--- config.mk ---
export PLATFORM = sky130hd
export DESIGN_NAME = led_bar_decoder
export DESIGN_NICKNAME = d
export VERILOG_FILES = /design/src/rtl/led_bar_pkg.sv /design/src/rtl/led_bar_decoder_thermo_check.sv /design/src/rtl/led_bar_decoder.sv
export SDC_FILE = /design/constraint.sdc
export NUM_CORES = 1
export LEC_CHECK = 0
export ABC_CLOCK_PERIOD_IN_PS = 4500
export CAP_MARGIN = 40
export CELL_PAD_IN_SITES_DETAIL_PLACEMENT = 1
export CELL_PAD_IN_SITES_GLOBAL_PLACEMENT = 1
export CORE_MARGIN = 4
export CORE_UTILIZATION = 35
export DETAILED_ROUTE_END_ITERATION = 6
export HOLD_SLACK_MARGIN = 0.03
export PLACE_DENSITY_LB_ADDON = 0.25
export SETUP_SLACK_MARGIN = 0.05
export SLEW_MARGIN = 0
export SYNTH_ARGS = -nofsm -noshare
export SYNTH_HDL_FRONTEND = slang
export SYNTH_HIERARCHICAL = 1
export SYNTH_SLANG_ARGS = --single-unit
export TNS_END_PERCENT = 50
--- constraint.sdc ---
create_clock -name clk -period 4.5 [get_ports clk]
set_clock_uncertainty 0.2 [all_clocks]
set_input_delay 1.35 -clock clk [delete_from_list [all_inputs] [get_ports clk]]
set_output_delay 1.35 -clock clk [all_outputs]
set_load 0.05 [all_outputs]
--- src/rtl/led_bar_pkg.sv ---
// Shared types and constants for the LED bar-graph receive path.
// Latency: n/a (declarations only).
// Backpressure: n/a (declarations only).
package led_bar_pkg;

    // Debounce FSM: SETTLE while waiting for a stable sample, LOCKED once evaluated.
    typedef enum logic {
        SETTLE = 1'b0,
        LOCKED = 1'b1
    } state_t;

    localparam int BAR_WIDTH  = 8;
    localparam int BAR_STABLE = 4;

    // Bits needed to represent a fill level in the range 0..width.
    function automatic int level_width(input int width);
        return $clog2(width + 1);
    endfunction

endpackage

--- src/rtl/led_bar_decoder_thermo_check.sv ---
// Classifies an MSB-filled thermometer pattern and counts its leading ones.
// Latency: combinational, zero cycles.
// Backpressure: none (pure function of the input pattern).
//
// Ports:
//   pattern   in   WIDTH  bar pattern, bit WIDTH-1 is the first LED
//   is_therm  out  1      pattern is ones from the MSB followed only by zeros
//   level     out  LW     number of leading ones starting at the MSB
module thermo_check
    import led_bar_pkg::*;
#(
    parameter  int WIDTH = BAR_WIDTH,
    localparam int LW    = level_width(WIDTH)
) (
    input  logic [WIDTH-1:0] pattern,
    output logic             is_therm,
    output logic [LW-1:0]    level
);

    logic seen_zero;

    // Walk from the MSB down: ones before the first zero add to the level,
    // any one after a zero makes the pattern malformed.
    always_comb begin
        seen_zero = 1'b0;
        is_therm  = 1'b1;
        level     = '0;
        for (int i = WIDTH - 1; i >= 0; i--) begin
            if (pattern[i]) begin
                if (seen_zero) begin
                    is_therm = 1'b0;
                end else begin
                    level = level + LW'(1);
                end
            end else begin
                seen_zero = 1'b1;
            end
        end
    end

endmodule

--- src/rtl/led_bar_decoder.sv ---
// Debounces an LED bar pattern, decodes its fill level, delivers new levels, tracks peak and errors.
// Latency: a pattern held STABLE_CYCLES+1 edges is evaluated on the last of them.
// Backpressure: level_valid holds until level_ready; a newer level overwrites a pending one.
//
// Ports:
//   clk          in   1      system clock
//   reset        in   1      asynchronous active-high reset
//   inled        in   WIDTH  bar pattern, bit WIDTH-1 = first LED lit
//   level_out    out  LW     most recently accepted level
//   level_valid  out  1      level_out not yet taken by the consumer
//   level_ready  in   1      consumer accepts level_out
//   peak_level   out  LW     highest accepted level since reset / peak_clr
//   peak_clr     in   1      pulse: peak_level restarts from the current accepted level
//   pattern_err  out  1      sticky flag: a stable malformed pattern was seen
//   err_pattern  out  WIDTH  last stable malformed pattern
//   err_clr      in   1      pulse: clear pattern_err
module led_bar_decoder
    import led_bar_pkg::*;
#(
    parameter  int WIDTH         = BAR_WIDTH,
    parameter  int STABLE_CYCLES = BAR_STABLE,
    localparam int LW            = level_width(WIDTH)
) (
    input  logic             clk,
    input  logic             reset,
    input  logic [WIDTH-1:0] inled,
    output logic [LW-1:0]    level_out,
    output logic             level_valid,
    input  logic             level_ready,
    output logic [LW-1:0]    peak_level,
    input  logic             peak_clr,
    output logic             pattern_err,
    output logic [WIDTH-1:0] err_pattern,
    input  logic             err_clr
);

    localparam int            CW  = $clog2(STABLE_CYCLES + 1);
    localparam logic [CW-1:0] STB = CW'(STABLE_CYCLES);

    state_t           state_q, state_d;
    logic [WIDTH-1:0] s_q, s_d;
    logic [CW-1:0]    cnt_q, cnt_d;
    logic [WIDTH-1:0] acc_q, acc_d;
    logic [LW-1:0]    acc_lvl_q, acc_lvl_d;
    logic [LW-1:0]    level_q, level_d;
    logic             valid_q, valid_d;
    logic [LW-1:0]    peak_q, peak_d;
    logic             err_q, err_d;
    logic [WIDTH-1:0] err_pat_q, err_pat_d;

    logic             is_therm;
    logic [LW-1:0]    s_level;
    logic             same;
    logic             evaluate;
    logic             accept;
    logic             malformed;

    thermo_check #(.WIDTH(WIDTH)) u_thermo_check (
        .pattern  (s_q),
        .is_therm (is_therm),
        .level    (s_level)
    );

    always_comb begin
        state_d   = state_q;
        s_d       = inled;
        cnt_d     = cnt_q;
        acc_d     = acc_q;
        acc_lvl_d = acc_lvl_q;
        level_d   = level_q;
        valid_d   = valid_q;
        peak_d    = peak_q;
        err_d     = err_q;
        err_pat_d = err_pat_q;
        evaluate  = 1'b0;

        same = (inled == s_q);

        // Stability counter: any change restarts it, otherwise it saturates.
        if (!same) begin
            cnt_d = '0;
        end else if (cnt_q != STB) begin
            cnt_d = cnt_q + CW'(1);
        end

        // Evaluate exactly once on the edge where the counter first reaches the
        // threshold; LOCKED blocks re-evaluation until the input moves again.
        case (state_q)
            SETTLE: begin
                if (cnt_d == STB) begin
                    state_d  = LOCKED;
                    evaluate = 1'b1;
                end
            end
            LOCKED: begin
                if (!same) begin
                    state_d = SETTLE;
                end
            end
            default: state_d = SETTLE;
        endcase

        // Only a level different from the last accepted one is delivered.
        accept    = evaluate &  is_therm & (s_q != acc_q);
        malformed = evaluate & ~is_therm;

        // Transfer first, then a same-edge acceptance re-arms valid.
        if (valid_q && level_ready) begin
            valid_d = 1'b0;
        end
        if (accept) begin
            valid_d   = 1'b1;
            level_d   = s_level;
            acc_d     = s_q;
            acc_lvl_d = s_level;
        end

        // peak_clr restarts the peak from the accepted level, which is the new
        // one if an acceptance happens on the same edge.
        if (accept) begin
            if (peak_clr || (s_level > peak_q)) begin
                peak_d = s_level;
            end
        end else if (peak_clr) begin
            peak_d = acc_lvl_q;
        end

        // Set has priority over clear.
        if (err_clr) begin
            err_d = 1'b0;
        end
        if (malformed) begin
            err_d     = 1'b1;
            err_pat_d = s_q;
        end
    end

    always_ff @(posedge clk or posedge reset) begin
        if (reset) begin
            state_q   <= SETTLE;
            s_q       <= '0;
            cnt_q     <= '0;
            acc_q     <= '0;
            acc_lvl_q <= '0;
            level_q   <= '0;
            valid_q   <= 1'b0;
            peak_q    <= '0;
            err_q     <= 1'b0;
            err_pat_q <= '0;
        end else begin
            state_q   <= state_d;
            s_q       <= s_d;
            cnt_q     <= cnt_d;
            acc_q     <= acc_d;
            acc_lvl_q <= acc_lvl_d;
            level_q   <= level_d;
            valid_q   <= valid_d;
            peak_q    <= peak_d;
            err_q     <= err_d;
            err_pat_q <= err_pat_d;
        end
    end

    assign level_out   = level_q;
    assign level_valid = valid_q;
    assign peak_level  = peak_q;
    assign pattern_err = err_q;
    assign err_pattern = err_pat_q;

endmodule
[After elaboration in Yosys (flattened, before gate mapping)]
Cells that the tools add are included.
Cells by class
  add/sub/neg operators: 8
  $lt $le $gt $ge: 1
  equal/unequal tests: 5
  muxes and demuxes: 49
  bitwise operators: 5
  reduce and logical (&&, ||, !) cells: 6
Operators by type and width (count)
  4-bit two-way mux: 17
  1-bit two-way mux: 29
  4-bit by 1-bit adder with 4-bit output, second input constant: 6
  8-bit == test: 1
  8-bit inequality test: 1
  3-bit two-way mux: 2
  2-bit nonzero test: 3
  4-bit greater-than comparator: 1
  3-bit by 1-bit adder with 3-bit output, second input constant: 1
  1-bit bitwise AND: 3
  3-bit == test, second input constant: 1
  3-bit inequality test, second input constant: 1
  1-bit by 1-bit adder with 2-bit output, second input constant: 1
  2-bit by 1-bit inequality test with 1-bit output, second input constant: 1
  1-bit NOT: 2
  1-bit one-hot mux with 2 select lines: 1
  2-bit AND reduction: 1
  1-bit logical AND: 1
  1-bit logical OR: 1
Storage, ports and cells
  register bits: 38
  bits of input ports: 13
  output and inout port bits: 18
  word-level logic and storage cells: 83

[Logic depth before layout (Yosys ltp)]
Gate-level depths: netlist (run 1).
  word-level depth: 26
  mapped depth: 24
  gate-level depth less buffers: 24

[Modules after synthesis]
The synthesis (run 1) kept the hierarchy.
By module, submodules not included
  led_bar_decoder: instances 1, cells an instance 154, area an instance 1779.2 um^2, sequential area each 950.9 um^2
  thermo_check: instances 1, cells an instance 79, area an instance 519.2 um^2, sequential area each 0.0 um^2

[Worst setup path after synthesis (run 1)]
No wires, ideal clock.
  path kind: register to register
  start point: register s_q[6]
  end point: register peak_q[1], in the netlist peak_level[1]
  setup time: 0.124 ns
  data arrival time: 4.701 ns
  required time: 4.176 ns
  path slack: -0.525 ns
  cell stages (with the launch flop): 22
  buffers on the path: 0
  period minus slack after synthesis: 5.025 ns
  cells stage by stage: dfrtp_1 and2b_1 ha_1 mux2_2 ha_1 nor2_1 nor2_1 ha_1 o21ai_0 ha_1 a21oi_1 o21ai_0 ha_1 mux2_2 a21oi_1 o21ai_0 ha_1 a2111oi_0 nor3_1 nor2_1 nor3b_1 a211o_1
Between the ends
  longest elaborated chain between the ends: 23
  elaborated cells on any way between the ends: 53
  those cells by class: add/sub: 6; order compare: 1; eq/ne: 4; mux: 37; bitwise: 2; reduce/logical: 3
Ends and longest elaborated chain
  from (decl): line led_bar_decoder.sv:41  | logic [WIDTH-1:0] s_q, s_d;
  from (signal assigned): line led_bar_decoder.sv:141  | s_q <= '0;
  from (signal assigned): line led_bar_decoder.sv:152  | s_q <= s_d;
  4-bit two-way mux: line led_bar_decoder_thermo_check.sv:29  | if (pattern[i]) begin
  4-bit by 1-bit adder with 4-bit output: line led_bar_decoder_thermo_check.sv:33  | level = level + LW'(1);
  4-bit two-way mux: line led_bar_decoder_thermo_check.sv:30  | if (seen_zero) begin
  4-bit two-way mux: line led_bar_decoder_thermo_check.sv:29
  4-bit by 1-bit adder with 4-bit output: line led_bar_decoder_thermo_check.sv:33
  4-bit two-way mux: line led_bar_decoder_thermo_check.sv:30
  4-bit two-way mux: line led_bar_decoder_thermo_check.sv:29
  4-bit by 1-bit adder with 4-bit output: line led_bar_decoder_thermo_check.sv:33
  (+8 left out)
  4-bit by 1-bit adder with 4-bit output: line led_bar_decoder_thermo_check.sv:33
  4-bit two-way mux: line led_bar_decoder_thermo_check.sv:30
  4-bit two-way mux (*): line led_bar_decoder_thermo_check.sv:29
  named net s_level[1]: line led_bar_decoder.sv:52  | logic [LW-1:0] s_level;
  4-bit greater-than comparator: line led_bar_decoder.sv:121  | if (peak_clr || (s_level > peak_q)) begin
  1-bit logical OR: line led_bar_decoder.sv:121
  2-bit by 1-bit inequality test with 1-bit output (no line)
  2-bit AND reduction (no line)
  to (signal assigned): line led_bar_decoder.sv:158  | peak_q <= peak_d;
  to (decl): line led_bar_decoder.sv:47  | logic [LW-1:0] peak_q, peak_d;
Mark *: on every way through the listed nets, which the timed path passes. The rest lies on a longest branch. The select of a mux whose other input is x is not followed.
A chain may end at the register's enable or synchronous reset.

[Worst setup path after layout (run 1)]
  start point: register s_q[6]
  end point: register peak_q[0], in the netlist peak_level[0]
Between the ends
  longest elaborated chain between the ends: 23
  elaborated cells on any way between the ends: 53
  those cells by class: add/sub: 6; order compare: 1; eq/ne: 4; mux: 37; bitwise: 2; reduce/logical: 3
Ends and longest elaborated chain (line)
  4-bit two-way mux: led_bar_decoder_thermo_check.sv:29
  4-bit by 1-bit adder with 4-bit output: led_bar_decoder_thermo_check.sv:33
  4-bit two-way mux: led_bar_decoder_thermo_check.sv:30
  4-bit two-way mux: led_bar_decoder_thermo_check.sv:29
  4-bit by 1-bit adder with 4-bit output: led_bar_decoder_thermo_check.sv:33
  4-bit two-way mux: led_bar_decoder_thermo_check.sv:30
  4-bit two-way mux: led_bar_decoder_thermo_check.sv:29
  4-bit by 1-bit adder with 4-bit output: led_bar_decoder_thermo_check.sv:33
  (+8 left out)
  4-bit by 1-bit adder with 4-bit output: led_bar_decoder_thermo_check.sv:33
  4-bit two-way mux: led_bar_decoder_thermo_check.sv:30
  4-bit two-way mux (*): led_bar_decoder_thermo_check.sv:29
  named net s_level[3]: led_bar_decoder.sv:52
  4-bit greater-than comparator (*): led_bar_decoder.sv:121
  1-bit logical OR (*): led_bar_decoder.sv:121
  2-bit by 1-bit inequality test with 1-bit output (no line) (*)
  2-bit AND reduction (no line) (*)
Marked as above.

==> results of run 1 <==
## state kept, by name, summed over array words and instances (netlist names)
| register | flops |
|---|---|
| state_q | 1 |
| cnt_q | 3 |
| s_q | 8 |
| acc_q | 8 |
| pattern_err | 1 |
| level_out | 4 |
| level_valid | 1 |
| peak_level | 4 |
| err_pattern | 8 |
## cell usage in the layout (no fill, tap or decap), types with 4 or more instances in the layout
| master | count |
|---|---|
| a211o_1 | 5 |
| a21oi_2 | 4 |
| inv_1 | 14 |
| clkdlybuf4s50_1 | 30 |
| nor3_1 | 4 |
| mux2_4 | 10 |
| clkbuf_8 | 6 |
| buf_4 | 34 |
| nand2_1 | 38 |
| xor2_1 | 16 |
| ha_1 | 6 |
| o21ai_0 | 10 |
| nor2_1 | 9 |
| ha_4 | 4 |
| dfrtp_1 | 36 |
| and3_1 | 4 |
## per-stage QoR
stage	cells	power [mW]	TNS, ps
global route	378	0.774	-1870
CTS	376	0.736	-837
detailed placement	363	0.471	-1920
finish	378	0.734	-1180
global placement	362	0.465	-1460
floorplan	233	0.418	-1140
## final timing paths
| check | to | cells past startpoint | slack (ps) | from |
|---|---|---|---|---|
| setup / recovery | peak_level[0] | 22 | -310 | s_q[6] |
| hold / removal | acc_q[4] | 2 | 300 | acc_q[4] |
| setup reg to reg | peak_level[0] | 22 | -310 | s_q[6] |
| hold reg to reg | acc_q[4] | 2 | 300 | acc_q[4] |
| max in group asynchronous | level_out[2] | 3 | 2440 | reset |
| min in group asynchronous | pattern_err | 2 | 1140 | reset |
## repair_timing
action,4_1_cts,5_1_grt
pin swaps,24,12
buffers inserted,5,2
endpoints found under the setup margin,4,5
resized for setup,17,11
## final cells by class
class / instances / area, um^2
tap: 77 / 96.3
sequential: 38 / 953
fill: 706 / 3130
timing repair buffer: 65 / 583
clock inverter: 2 / 12.5
clock buffer: 6 / 82.6
inverter: 14 / 52.6
multi-input combinational: 176 / 1440
## routing by layer
metal  track usage [%]  vias to the layer above  part of all wire (%)
met5                 0                        -                     0
met4              4.47                        0                   1.1
met3              3.13                        6                   1.5
met2              30.6                       14                    50
met1              23.0                      960                    47
li1                  -                      945                     -
## power groups by stage
stage | Sequential [mW] | Clock (mW) | Combinational [mW]
final | 0.352 | 0.253 | 0.129
after global routing | 0.353 | 0.279 | 0.142
after CTS | 0.352 | 0.259 | 0.125
after detailed placement | 0.359 | 0 | 0.112
after global placement | 0.359 | 0 | 0.106
after floorplan | 0.360 | 0 | 0.0586
## logic make-up (layout without fill, tap and decap cells)
family | Yosys count | in the layout | synth area share [%]
AOI/OAI and AO/OA | 35 | 35 | 9.69
xor gates and xnor gates | 21 | 21 | 8.00
DFF | 38 | 38 | 41.4
and+or+nand+nor | 90 | 90 | 20.7
muxes | 19 | 19 | 10.5
buffers and inverters | 19 | 87 | 3.70
adders and majority gates | 11 | 11 | 5.99
## worst reg2reg max path: cells and delay by family (launching register included)
family | cells | cell delay [ps]
multiplexers | 2 | 610
adder cells (fa/ha/maj) | 5 | 1170
flip-flops | 1 | 430
AND/OR/NAND/NOR | 6 | 870
XOR/XNOR | 1 | 180
AO/OA/AOI/OAI | 8 | 1220
==> results.json, run 1 <==
{
  "synth_cells": 233,
  "drtPass1Iterations": 4,
  "cts_hold_buf": 0,
  "finalSetupViolCount": 4,
  "worst_slew_pin_slew_ps": 624,
  "antenna_found_initial": 0,
  "gr-usage-all-layers_pct": 17.7,
  "cts_buffer_depth": 2,
  "die_h_um": 89.0,
  "cp_cell_sequence": "and2b_2 -> ha_4 -> mux2_4 -> ha_4 -> nor2_4 -> nor2_2 -> ha_1 -> o21ai_2 -> ha_2 -> nand4b_1 -> o21ai_2 -> mux2i_2 -> a211o_1 -> a21oi_2 -> a31oi_2 -> xnor2_2 -> ha_4 -> nand4_1 -> o31ai_2 -> nor3_2 -> a21oi_2 -> a211o_1",
  "portBuffers": 30,
  "worst-path-buf-inv": 0,
  "ant_nets": 0,
  "swShare_pct": 27.4,
  "die_w_um": 89.0,
  "ys_ff_latch": 38,
  "synth_nets": 257,
  "synth-seq-area-share_pct": 41.4,
  "timing.hold.ws_ps": 296,
  "place_area_mm2": 0.00293,
  "cp.arrival_ps": 4790,
  "overflow": 0,
  "initial_core_util_pct": 36.2,
  "start_kind": "flip-flop",
  "setup_ws_ps": -312,
  "synth_area_leaders": "dfrtp_1 41%, nand2_1 6.4%, xor2_1 6.1%",
  "status": "complete, but fails checks",
  "ir_drop_v": 0.000229,
  "numCtsBuffers": 5,
  "core_mm2": 0.00635,
  "synth_ff_type": "dfrtp_1",
  "die_area_mm2": 0.00793,
  "grt_pass1_wl_um": 10700,
  "cts-htree-levels": 2,
  "cp_top_family": "compound AO/OA/AOI/OAI gates",
  "crit_required_ps": 4480,
  "syn-cell-area_mm2": 0.00230,
  "grt_pass1_vias": 2120,
  "wire_per_inst_um": 16.7,
  "diodes": 0,
  "hold_viol": 0,
  "hpwl_um": 4630,
  "synthArstFlopShare_pct": 100,
  "place_ws_ps": -486,
  "fp-row-count": 29,
  "hold_path.class": "reg -> reg",
  "crit_slowest_cell": "dfrtp_2",
  "finalNetCount": 324,
  "p_int_mw": 0.533,
  "grt_max_degree": 21,
  "clockPowerShare_pct": 34.4,
  "synth.avg_cell_area_um2": 9.86,
  "critical_path_class": "reg -> reg",
  "cap_violations": 0,
  "worstPathMaxFanout": 4,
  "p_seq_share_pct": 48.0,
  "endpoint_kind": "flip-flop",
  "vias": 1925,
  "post-synth-top-count-cell": "nand2_1",
  "rsz0062_at_grt": "yes",
  "post-route-period-util_pct": 107,
  "drc_errors": 0,
  "synth_cell_types": 51,
  "cts_tree": "done",
  "area_delta_synth_final_pct": 40.2,
  "io_pins": 31,
  "p_comb_share_pct": 17.6,
  "cp_slowest_stage_delay_ps": 430,
  "synth_edf_count": 0,
  "cpMostUsedCell": "ha_4",
  "fmax_mhz": 208,
  "ys_warn_count": 6,
  "synthTopCellsByCount": "39 x nand2_1, 38 x dfrtp_1, 16 x xor2_1",
  "netlist.area_leader.share_pct": 41.4,
  "synth_largest_area_cell": "dfrtp_1",
  "clkTransAtPathRegs_ps": 90,
  "clk_latency_ps": 300,
  "dr.first_iter.drc_count": 34,
  "drive_above_1_share_pct": 32.6,
  "clkSinkCount": 38,
  "p_leak_nw": 1.52,
  "period_minus_slack_ps": 4810,
  "violations": "setup timing",
  "routed_wl_um": 6300,
  "final_core_util_pct": 50.7,
  "p_switching_mw": 0.201,
  "vias_per_cell": 5.09,
  "place_congestion": 0.767,
  "clockRootBuffer": "clkbuf_8",
  "maxSlewHeadroom_pct": 58.4,
  "drv_slew": 0,
  "final_area_mm2": 0.00322,
  "powerDensity_mw_per_mm2": 228
}
Power figures use the tool's default switching activity.
==> inputs of run 2 (changes only) <==
- ABC_AREA: not set -> 1
==> results.json, run 2 <==
{
  "synth-seq-area-share_pct": 40.1,
  "final_core_util_pct": 48.4,
  "cts-htree-levels": 2,
  "ys_ff_latch": 38,
  "diodes": 0,
  "grt_max_degree": 39,
  "swShare_pct": 28.3,
  "dr.first_iter.drc_count": 45,
  "worstPathMaxFanout": 5,
  "synth_cell_types": 34,
  "crit_required_ps": 4530,
  "rsz0062_at_grt": "yes",
  "ir_drop_v": 0.000163,
  "fmax_mhz": 225,
  "crit_slowest_cell": "dfrtp_1",
  "antenna_found_initial": 0,
  "die_h_um": 90.4,
  "critical_path_class": "reg -> reg",
  "routed_wl_um": 6260,
  "maxSlewHeadroom_pct": 45.4,
  "hpwl_um": 4450,
  "final_common_cell": "nand2_1",
  "portBuffers": 30,
  "finalNetCount": 379,
  "syn-cell-area_mm2": 0.00237,
  "cts_tree": "done",
  "p_comb_share_pct": 19.0,
  "drtPass1Iterations": 4,
  "ys_warn_count": 6,
  "io_pins": 31,
  "timing.hold.ws_ps": 292,
  "period_minus_slack_ps": 4450,
  "p_int_mw": 0.534,
  "fp-row-count": 29,
  "wire_per_inst_um": 14.4,
  "endpoint_kind": "flip-flop",
  "hold_path.class": "reg -> reg",
  "initial_core_util_pct": 36.7,
  "synth_cells": 296,
  "setup_tns_ps": 0,
  "p_seq_share_pct": 47.9,
  "layout_common_cells": "84 x nand2_1, 41 x inv_1, 38 x dfrtp_1",
  "synth_area_leaders": "dfrtp_1 40%, nand2_1 14%, inv_1 7.7%",
  "cp_top_family": "adder cells",
  "post-synth-top-count-cell": "nand2_1",
  "ant_nets": 0,
  "drv_slew": 0,
  "clkTransAtPathRegs_ps": 80,
  "place_congestion": 0.761,
  "cap_violations": 0,
  "synthArstFlopShare_pct": 100,
  "synthTopCellsByCount": "87 x nand2_1, 49 x inv_1, 38 x dfrtp_1",
  "drive_above_1_share_pct": 25.0,
  "drc_errors": 0,
  "vias_per_cell": 4.89,
  "finalSetupViolCount": 0,
  "grt_pass1_vias": 2288,
  "cts_buffer_depth": 2,
  "area_delta_synth_final_pct": 31.6,
  "grt_pass1_wl_um": 10400,
  "clockRootBuffer": "clkbuf_8",
  "powerDensity_mw_per_mm2": 238,
  "clockPowerShare_pct": 33.1,
  "p_leak_nw": 1.58,
  "cp.arrival_ps": 4480,
  "timing.rr.start": "s_q[6]",
  "netlist.area_leader.share_pct": 40.1,
  "die_w_um": 90.4,
  "multiInputGateArea_mm2": 0.00128,
  "clkSinkCount": 38,
  "post-route-period-util_pct": 98.9,
  "p_switching_mw": 0.211,
  "power.total_mw": 0.745,
  "die_area_mm2": 0.00816,
  "hold_viol": 0,
  "clk_latency_ps": 290,
  "cts_hold_buf": 0,
  "worst-path-buf-inv": 7,
  "synth_edf_count": 0,
  "synth.avg_cell_area_um2": 8.02,
  "synth_ff_type": "dfrtp_1",
  "synth_largest_area_cell": "dfrtp_1",
  "synth_nets": 320,
  "worst_slew_pin_slew_ps": 819,
  "fillers": 802,
  "startpoint": "s_q[6]",
  "start_kind": "flip-flop",
  "cpMostUsedCell": "inv_2",
  "status": "finished, final reports clean",
  "cp_slowest_stage_delay_ps": 420,
  "gr-usage-all-layers_pct": 15.6,
  "min-delay-start": "err_pattern[6]",
  "numCtsBuffers": 5,
  "overflow": 0,
  "core_mm2": 0.00646,
  "regArea_um2": 951,
  "vias": 2116
}
[run 2: changes by cell type after synthesis, sizes merged, moves of 8 or more]
cell,delta
inv,+41
mux2,-14
nand2,+54
nand3,+15
o21ai,+8
xor2,-15
[run 2: routing by layer]
| layer | wire length, um | part of all wire, % | global-route usage (%) | up-vias |
|---|---|---|---|---|
| met1 | 2660 | 43 | 18.6 | 1049 |
| met3 | 129 | 2.1 | 2.42 | 6 |
| met2 | 3400 | 54 | 28.8 | 18 |
| met5 | 0 | 0 | 0 | - |
| li1 | - | - | - | 1043 |
| met4 | 67 | 1.1 | 4.72 | 0 |
[run 2: stage by stage]
stage / std cells / instance area [um^2] / setup slack, ps
5_1_grt: 433 / 3120 / -256
3_3_place_gp: 410 / 2810 / 49.1
3_5_place_dp: 410 / 2810 / -183
6_report: 433 / 3120 / 48.4
4_1_cts: 430 / 3040 / 24.2
2_1_floorplan: 296 / 2380 / 35.4
[run 2: cell families (layout without fill, tap and decap cells)]
logic type / Yosys count / in the layout / share of synthesized area (%)
buffers and inverters: 58 / 118 / 10.2
flip-flops: 38 / 38 / 40.1
adder cells (fa/ha/maj): 11 / 11 / 5.80
XOR/XNOR: 11 / 11 / 4.06
AND/OR/NAND/NOR: 137 / 137 / 27.9
AO/OA/AOI/OAI: 41 / 41 / 12.0
[run 2: final timing paths]
check / to / slack (ps) / depth (start not counted)
worst max-delay path: peak_level[3] / 50 / 28
worst min-delay path: err_pattern[6] / 290 / 2
worst max register to register: peak_level[3] / 50 / 28
worst min register to register: err_pattern[6] / 290 / 2
max in group asynchronous: level_out[1] / 2470 / 3
min in group asynchronous: acc_q[4] / 1290 / 3
[run 2: cell type report]
class	instances	area share, %
tap	77	3.08
timing repair buffer	55	15.7
inverter	55	6.61
sequential	38	30.4
clock buffer	6	2.64
clock inverter	2	0.400
multi-input combinational	200	41.1
[run 2: repair_timing]
item | CTS | global route
pin swaps | 4 | 9
gates resized for setup | 9 | 13
endpoints found under the hold margin | 0 | 0
endpoints found under the setup margin | 4 | 4
buffers inserted | 12 | 3
[run 2: power groups by stage]
stage                     sequential, mW  clock (mW)  combinational (mW)
after floorplan                    0.371           0              0.0579
after global placement             0.363           0               0.106
after detailed placement           0.363           0               0.109
after CTS                          0.357       0.256               0.125
after global routing               0.358       0.274               0.157
final                              0.357       0.246               0.142
[run 2: tightest hold or removal path, stage by stage (launching register included)]
cell	delay, ps
dfrtp_1	350
nand2_1	70
o21ai_2	50
==> inputs of run 3 (changes only) <==
- CORE_UTILIZATION: 35 -> 37
- MAX_ROUTING_LAYER: not set -> met4
==> results.json, run 3 (same netlist as run 2, synthesis figures left out) <==
{
  "worst_slew_pin_slew_ps": 804,
  "crit_required_ps": 4530,
  "portBuffers": 30,
  "dpl.cell_count": 407,
  "numCtsBuffers": 5,
  "cts-htree-levels": 2,
  "setup_ws_ps": -1.14,
  "drive_above_1_share_pct": 27.9,
  "violations": "setup timing",
  "hold_path.class": "reg -> reg",
  "grt_pass1_wl_um": 10400,
  "p_int_mw": 0.577,
  "fmax_mhz": 222,
  "post-route-period-util_pct": 100,
  "place_congestion": 0.791,
  "finalSetupViolCount": 1,
  "hold_viol": 0,
  "cap_violations": 0,
  "critical_path_class": "reg -> reg",
  "startpoint": "s_q[6]",
  "p_switching_mw": 0.211,
  "drc_errors": 0,
  "cpMostUsedCell": "inv_2",
  "fp-row-count": 28,
  "antenna_found_initial": 0,
  "swShare_pct": 26.8,
  "hpwl_um": 4370,
  "die_h_um": 88.1,
  "cts_buffer_depth": 2,
  "initial_core_util_pct": 39.2,
  "dr.first_iter.drc_count": 53,
  "worstPathMaxFanout": 5,
  "p_comb_share_pct": 18.6,
  "final_area_mm2": 0.00320,
  "io_pins": 31,
  "cp.arrival_ps": 4530,
  "area_delta_synth_final_pct": 34.8,
  "finalNonFillerCells": 434,
  "vias": 2088,
  "drv_slew": 0,
  "finalNetCount": 382,
  "min-delay-start": "err_pattern[4]",
  "cp_top_family": "adder cells",
  "place_ws_ps": -214,
  "p_seq_share_pct": 45.3,
  "crit_slowest_cell": "dfrtp_1",
  "ant_nets": 0,
  "clockPowerShare_pct": 36.1,
  "overflow": 0,
  "drtPass1Iterations": 4,
  "p_leak_nw": 1.60,
  "timing.hold.ws_ps": 287,
  "status": "complete, but fails checks",
  "clkSinkCount": 38,
  "ir_drop_v": 0.000217,
  "worst-path-buf-inv": 10,
  "power.total_mw": 0.788,
  "start_kind": "flip-flop",
  "final_common_cell": "nand2_1",
  "clkTransAtPathRegs_ps": 80,
  "rsz0062_at_grt": "yes",
  "fillers": 740,
  "clockRootBuffer": "clkbuf_8",
  "gr-usage-all-layers_pct": 17.7,
  "routed_wl_um": 6190,
  "endpoint_kind": "flip-flop",
  "place_area_mm2": 0.00280,
  "setup_tns_ps": -1.14,
  "grt_pass1_vias": 2199,
  "cts_tree": "done",
  "powerDensity_mw_per_mm2": 246,
  "clk_latency_ps": 290,
  "vias_per_cell": 4.81,
  "die_w_um": 88.1,
  "maxSlewHeadroom_pct": 46.4,
  "core_mm2": 0.00606,
  "diodes": 0,
  "final_core_util_pct": 52.8,
  "grt_max_degree": 39,
  "cp_slowest_stage_delay_ps": 410,
  "layout_common_cells": "80 x nand2_1, 40 x inv_1, 38 x dfrtp_1",
  "die_area_mm2": 0.00776,
  "wire_per_inst_um": 14.3,
  "timing.rr.start": "s_q[6]",
  "period_minus_slack_ps": 4500
}
## run 3: routing by layer
layer	share of wire, %	GRT usage [%]	vias up
li1	-	-	1045
met1	45	22.3	1016
met2	52	30.1	19
met3	1.6	2.26	8
met4	1.5	4.40	0
met5	0	-	-
## run 3: timing repair
item | 4_1_cts | 5_1_grt
pin swaps | 20 | 19
resized for setup | 14 | 17
setup endpoints to repair | 4 | 4
buffers inserted | 16 | 5
hold buffers | 0 | 0
## run 3: worst reg2reg max path, delay by kind of cell, from the launching register on
kind	cells	cell delay (ps)
fa+ha+maj	5	1140
simple gates	9	950
buf+inv	10	900
compound gates	6	810
flops	1	410
## run 3: layout make-up
type	instances	area, um^2	share of cell area (%)
clock buffer	5	68.8	2.15
tap	75	93.8	2.93
inverter	55	206	6.45
timing repair buffer	58	518	16.2
multi-input combinational	200	1320	41.3
sequential	38	951	29.7
clock inverter	3	40.0	1.25
## run 3: worst paths after layout
| kind | endpoint | slack, ps | cells after the start |
|---|---|---|---|
| hold / removal | err_pattern[4] | 290 | 2 |
| setup / recovery | peak_level[2] | -1 | 30 |
| setup reg to reg | peak_level[2] | -1 | 30 |
| min in group asynchronous | level_valid | 1290 | 3 |
| max in group asynchronous | state_q | 2460 | 3 |
| hold reg to reg | err_pattern[4] | 290 | 2 |
## run 3: power groups by stage
stage,clock (mW),combinational [mW],sequential (mW)
2_1_floorplan,0,0.0579,0.371
3_3_place_gp,0,0.105,0.363
3_5_place_dp,0,0.108,0.363
4_1_cts,0.292,0.129,0.357
5_1_grt,0.308,0.162,0.358
6_report,0.285,0.147,0.357
